--- src/rtl/div_pkg.sv ---
// Shared definitions for the restoring shift-subtract divider:
// state encoding and default operand width.
package div_pkg;

  localparam int DIV_WIDTH = 4;

  localparam logic [1:0] S_IDLE  = 2'd0;
  localparam logic [1:0] S_SHIFT = 2'd1;
  localparam logic [1:0] S_SUB   = 2'd2;

  typedef enum logic [1:0] {
    ST_IDLE  = S_IDLE,
    ST_SHIFT = S_SHIFT,
    ST_SUB   = S_SUB
  } state_t;

endpackage

--- src/rtl/div_datapath.sv ---
// Divider datapath: partial remainder, dividend/quotient and divisor registers
// with the trial subtractor, driven by load/shift/sub strobes from the controller.
module div_datapath
  import div_pkg::*;
#(
  parameter int WIDTH = DIV_WIDTH
) (
  input  logic             clk,
  input  logic             reset,
  input  logic             load,
  input  logic             load_dz,
  input  logic             shift,
  input  logic             sub,
  input  logic [WIDTH-1:0] dividend,
  input  logic [WIDTH-1:0] divisor,
  output logic [WIDTH-1:0] quotient,
  output logic [WIDTH-1:0] remainder
);

  logic [WIDTH:0]   rem_r;
  logic [WIDTH-1:0] quo_r;
  logic [WIDTH-1:0] dsr_r;
  logic [WIDTH:0]   diff;
  logic             diff_neg;

  // A borrow out of the top bit means the divisor did not fit.
  assign diff     = rem_r - {1'b0, dsr_r};
  assign diff_neg = diff[WIDTH];

  // Operand capture, shift and conditional restore of the partial remainder.
  always_ff @(posedge clk) begin
    if (!reset) begin
      rem_r <= '0;
      quo_r <= '0;
      dsr_r <= '0;
    end else if (load) begin
      rem_r <= '0;
      quo_r <= dividend;
      dsr_r <= divisor;
    end else if (load_dz) begin
      rem_r <= {1'b0, dividend};
      quo_r <= '1;
    end else if (shift) begin
      {rem_r, quo_r} <= {rem_r[WIDTH-1:0], quo_r, 1'b0};
    end else if (sub && !diff_neg) begin
      rem_r    <= diff;
      quo_r[0] <= 1'b1;
    end else begin
      rem_r <= rem_r;
      quo_r <= quo_r;
    end
  end

  assign quotient  = quo_r;
  assign remainder = rem_r[WIDTH-1:0];

endmodule

--- src/rtl/div.sv ---
// Sequential restoring unsigned divider: controller FSM and iteration counter
// around div_datapath, with a start/ready handshake.
module div
  import div_pkg::*;
#(
  parameter int WIDTH = DIV_WIDTH
) (
  input  logic             clk,
  input  logic             reset,
  input  logic             start,
  input  logic [WIDTH-1:0] dividend,
  input  logic [WIDTH-1:0] divisor,
  output logic [WIDTH-1:0] quotient,
  output logic [WIDTH-1:0] remainder,
  output logic             div_zero,
  output logic             ready
);

  localparam int CW = $clog2(WIDTH + 1);

  state_t        state;
  state_t        next_state;
  logic [CW-1:0] cnt;
  logic          dz_r;
  logic          load;
  logic          load_dz;
  logic          shift;
  logic          sub;

  // Next-state and strobe decode; start is only honoured in IDLE.
  always_comb begin
    next_state = state;
    load       = 1'b0;
    load_dz    = 1'b0;
    shift      = 1'b0;
    sub        = 1'b0;
    case (state)
      ST_IDLE: begin
        if (start) begin
          if (divisor != '0) begin
            load       = 1'b1;
            next_state = ST_SHIFT;
          end else begin
            load_dz    = 1'b1;
            next_state = ST_IDLE;
          end
        end else begin
          next_state = ST_IDLE;
        end
      end
      ST_SHIFT: begin
        shift      = 1'b1;
        next_state = ST_SUB;
      end
      ST_SUB: begin
        sub = 1'b1;
        if (cnt == CW'(WIDTH)) begin
          next_state = ST_IDLE;
        end else begin
          next_state = ST_SHIFT;
        end
      end
      default: begin
        next_state = ST_IDLE;
      end
    endcase
  end

  // State, iteration counter and divide-by-zero flag.
  always_ff @(posedge clk) begin
    if (!reset) begin
      state <= ST_IDLE;
      cnt   <= '0;
      dz_r  <= 1'b0;
    end else begin
      state <= next_state;
      if (load) begin
        cnt  <= '0;
        dz_r <= 1'b0;
      end else if (load_dz) begin
        dz_r <= 1'b1;
      end else if (shift) begin
        cnt <= cnt + CW'(1);
      end else begin
        cnt  <= cnt;
        dz_r <= dz_r;
      end
    end
  end

  div_datapath #(.WIDTH(WIDTH)) u_datapath (
    .clk       (clk),
    .reset     (reset),
    .load      (load),
    .load_dz   (load_dz),
    .shift     (shift),
    .sub       (sub),
    .dividend  (dividend),
    .divisor   (divisor),
    .quotient  (quotient),
    .remainder (remainder)
  );

  assign div_zero = dz_r;
  // Held low while reset is asserted so no spurious handshake is seen.
  assign ready    = (state == ST_IDLE) & reset;

endmodule

--- config.mk ---
export PLATFORM = sky130hd
export DESIGN_NAME = div
export DESIGN_NICKNAME = d
export VERILOG_FILES = /design/src/rtl/div_pkg.sv /design/src/rtl/div_datapath.sv /design/src/rtl/div.sv
export SDC_FILE = /design/constraint.sdc
export NUM_CORES = 1
export LEC_CHECK = 0
export CAP_MARGIN = 20
export CORE_AREA = 5 5 52 72
export CTS_CLUSTER_DIAMETER = 150
export DETAILED_ROUTE_END_ITERATION = 8
export DIE_AREA = 0 0 57 77
export DONT_BUFFER_PORTS = 1
export SLEW_MARGIN = 20
export SYNTH_ARGS = -nofsm -noshare
export SYNTH_HDL_FRONTEND = slang
export SYNTH_SLANG_ARGS = --single-unit
--- constraint.sdc ---
create_clock -name clk -period 2.37 [get_ports clk]
set_input_delay 0.474 -clock clk [delete_from_list [all_inputs] [get_ports clk]]
set_output_delay 0.474 -clock clk [all_outputs]
set_load 0.02 [all_outputs]
==> flow_summary.yaml <==
run_status:
  status: "complete, no violations"
sta:
  period_needed_ps: 2020
  worstMarginPinSlew_ps: 423
  skew_ps: 1.27
  final.period_utilization_pct: 85.4
  slew_violations: 0
  totalNegativeSetupSlack_ps: 0
  rsz0062_at_grt: "false"
  clock.fmax_ghz: 0.494
  setup_viol_count_final: 0
  hold_viol: 0
  relSlewSlack_pct: 71.7
  holdWs_ps: 333
final_layout:
  utilization_pct: 39.9
  drive_gt1_share_pct: 16.2
  layout_common_cells: "dfxtp_1, nand2_1, inv_1"
  synthToLayoutAreaGrowth_pct: 5.85
  fillers: 324
  fin_nets: 149
  final_common_cell: "dfxtp_1"
  antenna_cells: 0
  finalNonFillerCells: 169
cts:
  post_cts_buffers: 0
  cts_buffers: 3
  htreeDepth: 1
  cts-resized-gates: 0
  cts_tree: "yes"
  cts.clk_slew.worst_paths_ps: 70
  cts_hold_buf: 0
  cts_sinks: 19
  clock_latency_ps: 260
  clock_path_buffers: 2
  clockRootBuffer: "clkbuf_8"
pwr:
  leakagePower_nw: 0.427
  p_int_mw: 0.519
  seq_power_share_pct: 49.3
  combinationalPowerShare_pct: 20.4
  switching_share_pct: 30.7
  clockPowerShare_pct: 30.3
  ir_worst_vdd_v: 0.000343
  p_switching_mw: 0.230
  powerDensity_nw_per_um2: 613
floorplanning:
  io_pins: 21
  core_area_um2: 3060
  dieWidth_um: 57
  die_area_um2: 4390
  num_rows: 24
  initial_utilization_pct: 37.7
  die_h_um: 77
grt:
  grt_pass1_vias: 953
  grt_pass1_wl_um: 4400
  grt_use_total_pct: 13.0
  grt_max_degree: 16
  grt-ovfl-total: 0
  antenna_found_initial: 0
logic_synthesis:
  ys_warn_count: 0
  ys_seq_area_share_pct: 32.9
  synth_top_family_by_area: "compound AO/OA/AOI/OAI gates"
  synthSimpleGateAreaFrac_pct: 24.6
  synthesis.nets: 148
  synth_top_area_cell: "dfxtp_1"
  ys_types: 42
  syn_inst: 130
  synth_seq_cells: 19
  synthMuxAreaShare_pct: 0
  synth_compound_area_share_pct: 24.7
  synth_area_leaders: "dfxtp_1, ha_1, nand2_1, a22oi_1, inv_1"
  yosysTopAreaCellShare_pct: 32.9
  synth_area_um2: 1150
  synthXorXnorAreaFrac_pct: 2.28
  syn_area_per_cell_um2: 8.88
  synthAdderAreaFrac_pct: 8.23
placement:
  hpwl_um: 2160
  place.gp.congestion: 0.837
  place_inst: 165
  io_buffers: 0
drt:
  antenna_left: 0
  vias_per_cell: 5.60
  drcViolationCount: 0
  routedWlPerCell_um: 15.9
  vias: 946
  drtIter0Drc: 35
  first_pass_iters: 4
  routed_wl_um: 2700
setup_path:
  crit_slowest_cell: "fa_1"
  max_stage_delay_ps: 410
  crit_required_ps: 2560
  start_kind: "flop"
  critical_path.cell_chain: "inv_1, ha_1, fa_1, nor2b_2, o21a_1, nor3_1, o41a_1, o21ai_1"
  critPathTopFamily: "compound AO/OA/AOI/OAI gates"
  cp.buffers_inverters: 1
  endpoint_kind: "flop"
  cp_data_arrival_time_ps: 2220
  worst-path-max-fanout: 3
  crit_type: "reg -> reg"
flow_run:
  drv_cap: 0
hold_path:
  hold_class: "in -> reg"
==> registers in the layout, summed over array words and instances (netlist names) <==
register	flops
u_datapath.dsr_r	4
cnt	3
u_datapath.quotient	4
div_zero	1
u_datapath.rem_r	5
state	2
==> per-stage QoR <==
stage                     total power, mW  setup slack, ps  instance area (µm²)
after floorplan                     0.501              461                 1150
after global placement              0.524              363                 1180
after detailed placement            0.529              367                 1180
after CTS                           0.756              348                 1220
after global routing                0.788              159                 1220
final                               0.749              347                 1220
==> worst paths after layout <==
path,depth (start not counted),end,start,slack [ps]
worst max-delay path,8,u_datapath.rem_r[2],u_datapath.rem_r[0],350
worst min-delay path,1,state[1],reset,330
worst max register to register,8,u_datapath.rem_r[2],u_datapath.rem_r[0],350
worst min register to register,2,cnt[1],cnt[1],480
==> final cells by class <==
class	instances	area [µm²]	share of cell area, %
clock inverter	1	5.00	0.409
timing repair buffer	3	22.5	1.84
inverter	9	33.8	2.76
multi-input combinational	95	691	56.5
tap	39	48.8	3.99
sequential	19	380	31.1
clock buffer	3	41.3	3.38
==> layer usage <==
layer	wire length [µm]	global-route usage, %	vias up
met5	0	0	-
met4	144	9.74	0
met3	125	2.69	11
met2	1390	22.3	25
met1	1030	13.3	447
li1	-	-	463
==> power by group through the flow <==
stage / Clock, mW / Sequential, mW / Combinational (mW)
finish: 0.227 / 0.369 / 0.153
global route: 0.245 / 0.372 / 0.170
CTS: 0.233 / 0.369 / 0.154
detailed placement: 0 / 0.376 / 0.153
global placement: 0 / 0.376 / 0.148
floorplan: 0 / 0.369 / 0.132
==> cells by family after synthesis <==
family          Yosys count
xor+xnor                  3
buf+inv                  16
compound gates           37
flops                    19
fa+ha+maj                 7
simple gates             48
==> cell usage after synthesis, drive strengths merged <==
library cell	count
or3b	2
fa	1
and2b	1
a21oi	4
o31ai	2
a31oi	3
nand2b	3
nor3b	1
dfxtp	19
nand2	16
and2	4
or4	1
o31a	1
nor2b	6
nor4bb	1
o21a	2
a21o	1
nor4	1
o311ai	1
clkbuf	1
nor2	6
xor2	3
nand3	2
o41a	3
o211a	1
o211ai	1
a32oi	3
inv	9
ha	6
o21ai	9
nor3	4
a221oi	1
buf	6
a22oi	5
(Power assumes the default switching activity.)
